<file path="src/rtl/alu_muldiv_control.sv">
`default_nettype none
// ============================================================================
// Module      : alu_muldiv_control
// Description : ALU control decode plus an iterative RV32M multiply/divide
//               engine for the execute stage of a single-cycle RISC-V core.
//               The engine holds the pipeline (stall) while it iterates and
//               pulses md_valid for one cycle when md_result is final.
// Ports       : clk, reset (async, active-low)
//               aluop/func3/func7   -> aluoperation, is_md (combinational)
//               valid_in, kill      -> engine start / abort
//               rs1_data, rs2_data  -> engine operands
//               stall, md_valid, md_result -> engine status and result
// Revision    : 1.0 - initial release
// ============================================================================
module alu_muldiv_control #(
    parameter int         DATA_WIDTH = 32,
    parameter logic [3:0] ALUOP_R    = 4'b0000
) (
    input  logic                  clk,
    input  logic                  reset,
    input  logic [3:0]            aluop,
    input  logic [2:0]            func3,
    input  logic [6:0]            func7,
    input  logic                  valid_in,
    input  logic                  kill,
    input  logic [DATA_WIDTH-1:0] rs1_data,
    input  logic [DATA_WIDTH-1:0] rs2_data,
    output logic [3:0]            aluoperation,
    output logic                  is_md,
    output logic                  stall,
    output logic                  md_valid,
    output logic [DATA_WIDTH-1:0] md_result
);

    localparam int c_W  = DATA_WIDTH;
    localparam int c_CW = $clog2(DATA_WIDTH + 1);

    localparam logic [1:0] c_IDLE = 2'd0;
    localparam logic [1:0] c_RUN  = 2'd1;
    localparam logic [1:0] c_DONE = 2'd2;

    localparam logic [c_CW-1:0] c_CNT_LOAD = c_CW'(DATA_WIDTH);
    localparam logic [c_CW-1:0] c_CNT_ONE  = c_CW'(1);
    localparam logic [c_W-1:0]  c_MOST_NEG = {1'b1, {(c_W-1){1'b0}}};
    localparam logic [c_W-1:0]  c_ONES     = {c_W{1'b1}};

    logic [1:0]       r_state;
    logic [c_CW-1:0]  r_cnt;
    logic [2:0]       r_op;
    logic             r_neg;
    logic [c_W-1:0]   r_opnd;      // multiplicand (mul) or divisor (div)
    logic [2*c_W-1:0] r_acc;       // {hi, lo}: product, or {remainder, quotient}
    logic             r_md_valid;
    logic [c_W-1:0]   r_md_result;

    // ------------------------------------------------------------------
    // ALU operation decode
    // ------------------------------------------------------------------
    always_comb begin
        aluoperation = 4'b1111;
        if (aluop == ALUOP_R) begin
            if (func7 == 7'b0000001) begin
                aluoperation = 4'b1010;
            end else if (func7 == 7'b0100000) begin
                if (func3 == 3'b000) aluoperation = 4'b0001;
            end else if (func7 == 7'b0000000) begin
                case (func3)
                    3'b000:  aluoperation = 4'b0000;
                    3'b100:  aluoperation = 4'b0010;
                    3'b110:  aluoperation = 4'b0011;
                    3'b111:  aluoperation = 4'b0100;
                    3'b001:  aluoperation = 4'b0111;
                    3'b101:  aluoperation = 4'b1000;
                    3'b010:  aluoperation = 4'b1001;
                    default: aluoperation = 4'b1111;
                endcase
            end
        end else begin
            case (aluop)
                4'b0001: begin
                    case (func3)
                        3'b000:  aluoperation = 4'b0000;
                        3'b100:  aluoperation = 4'b0010;
                        3'b110:  aluoperation = 4'b0011;
                        3'b111:  aluoperation = 4'b0100;
                        3'b001:  aluoperation = 4'b0101;
                        3'b101:  aluoperation = 4'b0110;
                        3'b010:  aluoperation = 4'b1001;
                        default: aluoperation = 4'b1111;
                    endcase
                end
                4'b0011: aluoperation = 4'b0001;
                4'b0111: if (func3 == 3'b010) aluoperation = 4'b0000;
                4'b0010: if (func3 == 3'b010) aluoperation = 4'b0000;
                4'b1000: if (func3 == 3'b000) aluoperation = 4'b0000;
                4'b0110, 4'b0100, 4'b0101: aluoperation = 4'b0000;
                default: aluoperation = 4'b1111;
            endcase
        end
    end

    assign is_md = (aluop == ALUOP_R) && (func7 == 7'b0000001);
    assign stall = valid_in & is_md & (r_state != c_DONE);

    // ------------------------------------------------------------------
    // Operand preparation at acceptance
    // ------------------------------------------------------------------
    logic           w_start;
    logic           w_a_neg;
    logic           w_b_neg;
    logic           w_res_neg;
    logic [c_W-1:0] w_a_mag;
    logic [c_W-1:0] w_b_mag;
    logic           w_div0;
    logic           w_ovf;
    logic [c_W-1:0] w_special_res;

    assign w_start = valid_in & is_md & ~kill & (r_state == c_IDLE);

    // rs1 is signed for mulh, mulhsu, div, rem; rs2 for mulh, div, rem.
    // Plain mul is left unsigned: its low half does not depend on signedness.
    assign w_a_neg = rs1_data[c_W-1] &
                     ((func3 == 3'b001) | (func3 == 3'b010) | (func3 == 3'b100) | (func3 == 3'b110));
    assign w_b_neg = rs2_data[c_W-1] &
                     ((func3 == 3'b001) | (func3 == 3'b100) | (func3 == 3'b110));
    // Remainder takes the dividend's sign only.
    assign w_res_neg = w_a_neg ^ (w_b_neg & (func3 != 3'b110));
    assign w_a_mag   = w_a_neg ? (~rs1_data + 1'b1) : rs1_data;
    assign w_b_mag   = w_b_neg ? (~rs2_data + 1'b1) : rs2_data;

    assign w_div0 = func3[2] & (rs2_data == '0);
    assign w_ovf  = ((func3 == 3'b100) | (func3 == 3'b110)) &
                    (rs1_data == c_MOST_NEG) & (rs2_data == c_ONES);
    assign w_special_res = w_div0 ? (func3[1] ? rs1_data : c_ONES)
                                  : (func3[1] ? '0 : c_MOST_NEG);

    // ------------------------------------------------------------------
    // One iteration of shift-add multiply / restoring divide
    // ------------------------------------------------------------------
    logic [c_W:0]     w_msum;
    logic [2*c_W-1:0] w_mul_nxt;
    logic [c_W:0]     w_rem_sh;
    logic [c_W:0]     w_diff;
    logic [2*c_W-1:0] w_div_nxt;
    logic [2*c_W-1:0] w_acc_nxt;
    logic [2*c_W-1:0] w_prod_s;
    logic [c_W-1:0]   w_quo_s;
    logic [c_W-1:0]   w_rem_s;
    logic [c_W-1:0]   w_final;

    // Multiplier sits in the low half and is consumed LSB first while the
    // partial product shifts in from the top.
    assign w_msum    = {1'b0, r_acc[2*c_W-1:c_W]} + (r_acc[0] ? {1'b0, r_opnd} : '0);
    assign w_mul_nxt = {w_msum, r_acc[c_W-1:1]};

    // Partial remainder shifted left with the next dividend bit; needs one
    // extra bit before the trial subtraction.
    assign w_rem_sh  = r_acc[2*c_W-1:c_W-1];
    assign w_diff    = w_rem_sh - {1'b0, r_opnd};
    assign w_div_nxt = (w_rem_sh >= {1'b0, r_opnd})
                     ? {w_diff[c_W-1:0],   r_acc[c_W-2:0], 1'b1}
                     : {w_rem_sh[c_W-1:0], r_acc[c_W-2:0], 1'b0};

    assign w_acc_nxt = r_op[2] ? w_div_nxt : w_mul_nxt;

    assign w_prod_s = r_neg ? (~w_acc_nxt + 1'b1) : w_acc_nxt;
    assign w_quo_s  = r_neg ? (~w_acc_nxt[c_W-1:0] + 1'b1) : w_acc_nxt[c_W-1:0];
    assign w_rem_s  = r_neg ? (~w_acc_nxt[2*c_W-1:c_W] + 1'b1) : w_acc_nxt[2*c_W-1:c_W];

    always_comb begin
        w_final = w_prod_s[c_W-1:0];
        case (r_op)
            3'b000:                 w_final = w_prod_s[c_W-1:0];
            3'b001, 3'b010, 3'b011: w_final = w_prod_s[2*c_W-1:c_W];
            3'b100, 3'b101:         w_final = w_quo_s;
            default:                w_final = w_rem_s;
        endcase
    end

    // ------------------------------------------------------------------
    // Control FSM
    // ------------------------------------------------------------------
    always_ff @(posedge clk or negedge reset) begin
        if (!reset) begin
            r_state     <= c_IDLE;
            r_cnt       <= '0;
            r_op        <= '0;
            r_neg       <= 1'b0;
            r_opnd      <= '0;
            r_acc       <= '0;
            r_md_valid  <= 1'b0;
            r_md_result <= '0;
        end else begin
            r_md_valid <= 1'b0;
            case (r_state)
                c_IDLE: begin
                    if (w_start) begin
                        r_op   <= func3;
                        r_neg  <= w_res_neg;
                        r_cnt  <= c_CNT_LOAD;
                        r_opnd <= func3[2] ? w_b_mag : w_a_mag;
                        r_acc  <= {{c_W{1'b0}}, (func3[2] ? w_a_mag : w_b_mag)};
                        if (w_div0 | w_ovf) begin
                            r_state     <= c_DONE;
                            r_md_valid  <= 1'b1;
                            r_md_result <= w_special_res;
                        end else begin
                            r_state <= c_RUN;
                        end
                    end
                end
                c_RUN: begin
                    // Abort wins over a completion in the same cycle.
                    if (kill) begin
                        r_state <= c_IDLE;
                    end else begin
                        r_acc <= w_acc_nxt;
                        r_cnt <= r_cnt - 1'b1;
                        if (r_cnt == c_CNT_ONE) begin
                            r_state     <= c_DONE;
                            r_md_valid  <= 1'b1;
                            r_md_result <= w_final;
                        end
                    end
                end
                c_DONE:  r_state <= c_IDLE;
                default: r_state <= c_IDLE;
            endcase
        end
    end

    assign md_valid  = r_md_valid;
    assign md_result = r_md_result;

endmodule
`default_nettype wire

</file>
<file path="config.mk">
export PLATFORM = sky130hd
export DESIGN_NAME = alu_muldiv_control
export DESIGN_NICKNAME = d
export VERILOG_FILES = /design/src/rtl/alu_muldiv_control.sv
export SDC_FILE = /design/constraint.sdc
export NUM_CORES = 1
export LEC_CHECK = 0
export ABC_AREA = 1
export CAP_MARGIN = 30
export CELL_PAD_IN_SITES_DETAIL_PLACEMENT = 0
export CELL_PAD_IN_SITES_GLOBAL_PLACEMENT = 1
export CORE_UTILIZATION = 46
export DETAILED_ROUTE_END_ITERATION = 7
export DONT_BUFFER_PORTS = 1
export PLACE_DENSITY_LB_ADDON = 0.1
export SYNTH_ARGS = -nofsm -noshare
export SYNTH_HDL_FRONTEND = slang
export SYNTH_SLANG_ARGS = --single-unit
</file>
<file path="constraint.sdc">
create_clock -name clk -period 4.5 [get_ports clk]
set_input_delay 0.9 -clock clk [delete_from_list [all_inputs] [get_ports clk]]
set_output_delay 0.9 -clock clk [all_outputs]
set_load 0.005 [all_outputs]
</file>
==> flow_metrics.tcl, run 1 <==
set metrics [dict create \
    final-seq-area_um2 3540 \
    die_y_um 200 \
    ys_top_cells_by_area "dfrtp_1 19%, nand2_1 18%, inv_1 9.0%, nor2_1 7.7%, nand3_1 7.1%" \
    fmax_mhz 233 \
    p_per_area_nw_per_um2 697 \
    ir_drop_v 0.000341 \
    maxCapViolations 0 \
    dieWidth_um 200 \
    dieArea_um2 40100 \
    synth_area_um2 18100 \
    ios 121 \
    pwr-share-clk_pct 11.9 \
    status "complete, no violations" \
    grt_pass1_vias 20500 \
    setup_viol 0 \
    firstDrtPassIters 6 \
    hold_viol 0 \
    worstPathArrival_ns 4.61 \
    finalCritPeriodShare_pct 95.6 \
    detail-route-antenna-nets 0 \
    async_flop_share_pct 100 \
    drive_gt1_share_pct 8.89 \
    worstSkewPairLatency_ns 0.46 \
    seqPwrFrac_pct 16.9 \
    crit_type "register to register" \
    vias 21300 \
    rsz0062_at_grt "no" \
    grt_pass1_wl_um 125000 \
    nNetsFinal 3226 \
    final_util_pct 50.2 \
    yosys_register_bits 141 \
    yosys.area.top_type "dfrtp_1" \
    wirelength_um 84000 \
    p_leak_nw 10.1 \
    cts_buffers 17 \
    wire_per_inst_um 23.3 \
    core.rowCount 72 \
    coreArea_um2 38700 \
    swShare_pct 59.6 \
    hold_class "input pin to asynchronous set/reset pin" \
    synth_ff_type "dfrtp_1" \
    p_int_mw 5.47 \
    portBuffers 0 \
    slew_viol_final 0 \
    synthesis.instances 3089 \
    placed_area_um2 18700 \
    critical_path.max_fanout 4 \
    final_area_um2 19400 \
    cp_cell_sequence "inv_1 -> ha_1 -> inv_1 -> fa_1 -> nand3_1 -> nand3_1 -> nand2_1 -> nand2_1 -> nand2_1 -> nand2_1 -> xor2_1 -> buf_4 -> nand3_2 -> nand3_2 -> nor2_1 -> nand2_1 -> nor2_4 -> nor2_1 -> nor2_4 -> nand3_1 -> nand3_1 -> nand2_1 -> nand2_1 -> a21oi_2" \
    synth.distinct_cells 57 \
    initial_utilization_pct 46.7 \
    power_switching_mw 8.07 \
    netlist.area_leader.share_pct 19.5 \
    cp.required_ns 4.81 \
    tightest_slew_ns 1.00 \
    clkTransAtPathRegs_ns 0.07 \
    cts_hold_buf 0 \
    drc_errors 0 \
    critPathMostFrequentCell "nand2_1" \
    syn2layout_area_growth_pct 7.44 \
    crit_path_max_incr_delay_ns 0.48 \
    cts_tree "built" \
    final.setup_skew_ns 0.0135 \
    dp_hpwl_um 67900 \
    hold_ws_ns 0.135 \
    tns_ns 0 \
    crit_slowest_cell "fa_1" \
    drtIter0Drc 2440 \
    grt_max_degree 142 \
    synth-edff-count 0 \
    synth.net_count 3245 \
    cp-end-kind "register" \
    overflow 0 \
    power_frac_comb_pct 71.2 \
    cts_sinks 141 \
    syn_avg_cell_area_um2 5.86 \
    htree_levels 4 \
    finalPower_mw 13.5 \
    synthTopCellsByCount "852 x nand2_1, 432 x inv_1, 370 x nor2_1" \
    multiInputGateArea_um2 12400 \
    grt_use_total_pct 41.4 \
    nFillCells 4288 \
    antenna_found_initial 0 \
    vias_per_cell 5.91 \
    slew_headroom_pct 32.8 \
    gp_congestion 1.07 \
    ys_warn_count 0 \
    post-synth-top-count-cell "nand2_1" \
    seq_area_frac_synth_pct 19.5 \
    layout_min_cycle_time_ns 4.30 \
    clk_path_buf_depth 2 \
    cts_root_buffer "clkbuf_16" \
    crit_path_start_kind "register" \
]
==> final timing paths <==
kind	startpoint	endpoint	slack, ns	depth (start not counted)
max	r_acc[31]	md_result[31]	0.20	24
max reg2reg	r_acc[31]	md_result[31]	0.20	24
min	reset	md_result[23]	0.13	0
min reg2reg	r_cnt[3]	r_cnt[3]	0.49	1
min in group clk	r_cnt[3]	r_cnt[3]	0.49	1
max in group asynchronous	reset	r_op[2]	3.99	0
==> registers in the layout, summed over array words and instances (netlist names) <==
register	cells
r_op	3
r_cnt	6
md_valid	1
r_state	2
r_opnd	32
r_neg	1
r_acc	64
md_result	32
==> cells by family after synthesis <==
| family | count (synthesis) | share of synthesized area (%) |
|---|---|---|
| adder cells (fa/ha/maj) | 74 | 5.20 |
| AND/OR/NAND/NOR | 1707 | 41.5 |
| flip-flops | 141 | 19.5 |
| XOR/XNOR | 93 | 4.50 |
| AO/OA/AOI/OAI | 513 | 16.9 |
| buffers and inverters | 561 | 12.4 |
==> power by group through the flow <==
stage	Combinational, mW	Clock, mW	Sequential, mW
finish	9.65	1.61	2.28
global route	10.4	1.64	2.30
CTS	9.29	1.60	2.26
detailed placement	9.24	0	2.27
global placement	9.23	0	2.26
floorplan	6.11	0	2.03
==> layout make-up <==
type	count	area share (%)
Inverter	455	8.79
Tap cell	518	3.33
Multi-Input combinational cell	2387	63.6
Antenna cell	2	0.0257
Clock inverter	14	1.06
Sequential cell	141	18.2
Timing Repair Buffer	68	2.75
Clock buffer	18	2.21
==> routing by layer <==
metal,wire length (µm),GRT usage [%]
met1,31800,49.8
met2,37000,66.0
met3,8900,9.76
met4,6260,27.7
met5,0,0
==> cell usage in the layout (no fill, tap or decap), drive strengths merged, types with 36 or more instances in the layout <==
master,instances
dfrtp,141
inv,456
ha,72
nand4,48
nand2,902
nor2,405
nand3,276
nor3,36
buf,68
a21oi,172
xor2,82
o21ai,192
==> per-stage QoR <==
stage | std cells | setup slack (ns)
finish | 3603 | 0.200
global route | 3601 | 0.00155
CTS | 3594 | 0.159
detailed placement | 3562 | 0.198
global placement | 3562 | 0.243
floorplan | 3089 | 0.844
==> worst max-delay path: cells and delay by family (launching register included) <==
kind	cells	cell delay, ns
buffers and inverters	3	0.42
xor gates and xnor gates	1	0.18
AOI/OAI and AO/OA	1	0.08
adders and majority gates	2	0.64
and+or+nand+nor	17	2.43
DFF	1	0.40
==> repair_timing <==
item / CTS / global route
setup endpoints to repair: 0 / 24
gates resized for setup: 0 / 14
setup buffers: 0 / 7
(Power assumes the default switching activity.)
==> inputs of run 2 (changes only) <==
--- a/config.mk
+++ b/config.mk
@@ -9,7 +9,7 @@
 export CAP_MARGIN = 30
 export CELL_PAD_IN_SITES_DETAIL_PLACEMENT = 0
 export CELL_PAD_IN_SITES_GLOBAL_PLACEMENT = 1
-export CORE_UTILIZATION = 46
+export CORE_UTILIZATION = 42
 export DETAILED_ROUTE_END_ITERATION = 7
 export DONT_BUFFER_PORTS = 1
 export PLACE_DENSITY_LB_ADDON = 0.1
==> constraint.sdc (replaced) <==
create_clock -name clk -period 3.8 [get_ports clk]
set_input_delay 0.76 -clock clk [delete_from_list [all_inputs] [get_ports clk]]
set_output_delay 0.76 -clock clk [all_outputs]
set_load 0.005 [all_outputs]
==> flow_metrics.tcl, run 2 (synthesized netlist as in run 1, its figures left out) <==
set metrics [dict create \
    wl_met3_um 8830 \
    final_cell_mix "777 x nand2_1, 444 x buf_4, 400 x inv_1" \
    cts_buffers 17 \
    grt_max_degree 142 \
    p_int_mw 9.16 \
    portBuffers 0 \
    hold_class "input pin to asynchronous set/reset pin" \
    coreArea_um2 42200 \
    crit_path_start_kind "register" \
    dieWidth_um 210 \
    setup.worst_path.end "md_result[23]" \
    crit_type "register to register" \
    drt-met1-wl_um 36100 \
    pwr-share-clk_pct 8.8 \
    detail-route-antenna-nets 0 \
    final.setup_skew_ns 0.00953 \
    tightest_slew_ns 0.999 \
    core.rowCount 75 \
    power_switching_mw 11.2 \
    vias_per_cell 5.83 \
    placed_area_um2 21500 \
    regMostFlops "r_acc" \
    antenna_found_initial 6 \
    rsz0062_at_grt "yes" \
    cp.required_ns 4.17 \
    crit_slowest_cell "dfrtp_1" \
    slew_viol_final 0 \
    firstDrtPassIters 6 \
    critical_path.max_fanout 10 \
    r2r_end "md_result[23]" \
    grt_pass1_wl_um 137000 \
    dp_hpwl_um 75700 \
    drc_errors 0 \
    crit_path_max_incr_delay_ns 0.46 \
    drtIter0Drc 2775 \
    dieArea_um2 43900 \
    p_per_area_nw_per_um2 855 \
    die_y_um 210 \
    overflow 0 \
    worstSkewPairLatency_ns 0.49 \
    htree_levels 4 \
    cts_root_buffer "clkbuf_16" \
    worstPathArrival_ns 4.10 \
    wire_per_inst_um 23.5 \
    ir_drop_v 0.000481 \
    grt_pass1_vias 21900 \
    gp_congestion 1.09 \
    cts_tree "built" \
    drive_gt1_share_pct 26.2 \
    swShare_pct 55.0 \
    crit_start "r_acc[42]" \
    fmax_mhz 268 \
    critPathMostFrequentCell "nand2_1" \
    final_util_pct 56.4 \
    setup_viol 0 \
    hold_viol 0 \
    clkTransAtPathRegs_ns 0.07 \
    final_area_um2 23800 \
    largest_register_ffs 64 \
    grt_use_total_pct 42.4 \
    slew_headroom_pct 33.0 \
    tns_ns 0 \
    cp-end-kind "register" \
    seqPwrFrac_pct 13.0 \
    clk_path_buf_depth 2 \
    nNetsFinal 3621 \
    layout_min_cycle_time_ns 3.74 \
    initial_utilization_pct 42.9 \
    finalPower_mw 20.4 \
    r2r-start "r_acc[42]" \
    syn2layout_area_growth_pct 31.6 \
    maxCapViolations 0 \
    r2r_cells 25 \
    r2r_setup_slack_ns 0.06 \
    final_common_cell "nand2_1" \
    vias 23400 \
    p_leak_nw 12.2 \
    wirelength_um 94500 \
    power_frac_comb_pct 78.2 \
    finalCritPeriodShare_pct 98.4 \
    ios 121 \
    met2_length_um 42400 \
    highest_layer "met5" \
    status "complete, no violations" \
    cts_sinks 141 \
]
==> run 2: per-stage QoR <==
stage / hold slack [ns] / worst slack [ns] / instances
after detailed placement: 0.468 / -0.230 / 3937
final: 0.121 / 0.0626 / 4019
after floorplan: 0.454 / 0.144 / 3089
after CTS: -0.0568 / -0.00323 / 3976
after global placement: 0.468 / -0.300 / 3937
after global routing: 0.137 / -0.142 / 4017
==> run 2: timing repair <==
item	in CTS	in global routing
setup endpoints to repair	28	31
hold endpoints to repair	141	51
cloned	1	0
resized for setup	66	263
pin swaps	12	70
buffers inserted	6	39
==> run 2: metal layers <==
layer | global-route usage (%) | up-vias
li1 | - | 10800
met1 | 51.6 | 11000
met2 | 67.2 | 1322
met3 | 9.05 | 299
met4 | 28.9 | 2
met5 | 0 | -
==> run 2: power groups by stage <==
| stage | Sequential, mW | Combinational [mW] | Clock [mW] |
|---|---|---|---|
| global placement | 2.55 | 13.7 | 0 |
| detailed placement | 2.56 | 13.7 | 0 |
| global route | 2.67 | 16.9 | 1.84 |
| CTS | 2.59 | 14.1 | 1.79 |
| finish | 2.65 | 15.9 | 1.79 |
| floorplan | 2.40 | 7.24 | 0 |
==> run 2: worst min-delay path by stage <==
stage,start,endpoint,slack [ns],depth (start not counted)
6_report,reset,md_result[17],0.12,1
5_1_grt,reset,md_result[25],0.14,1
3_5_place_dp,reset,md_result[17],0.47,0
3_3_place_gp,reset,md_result[17],0.47,0
4_1_cts,reset,r_acc[62],-0.06,0
2_1_floorplan,r_op[0],r_op[0],0.45,2
==> run 2: worst max-delay path: cells and delay by family (launching register included) <==
family	cells	cell delay [ns]
fa+ha+maj	1	0.33
simple gates	19	2.21
flops	1	0.46
compound gates	1	0.10
buf+inv	4	0.50
==> run 2: final cells by class <==
class,instances,area [µm²]
antenna,2,5.00
clock buffer,17,425
clock inverter,15,156
fill,4351,18400
inverter,455,1710
multi-input combinational,2387,13600
sequential,141,3540
tap,539,674
timing repair buffer,463,3650
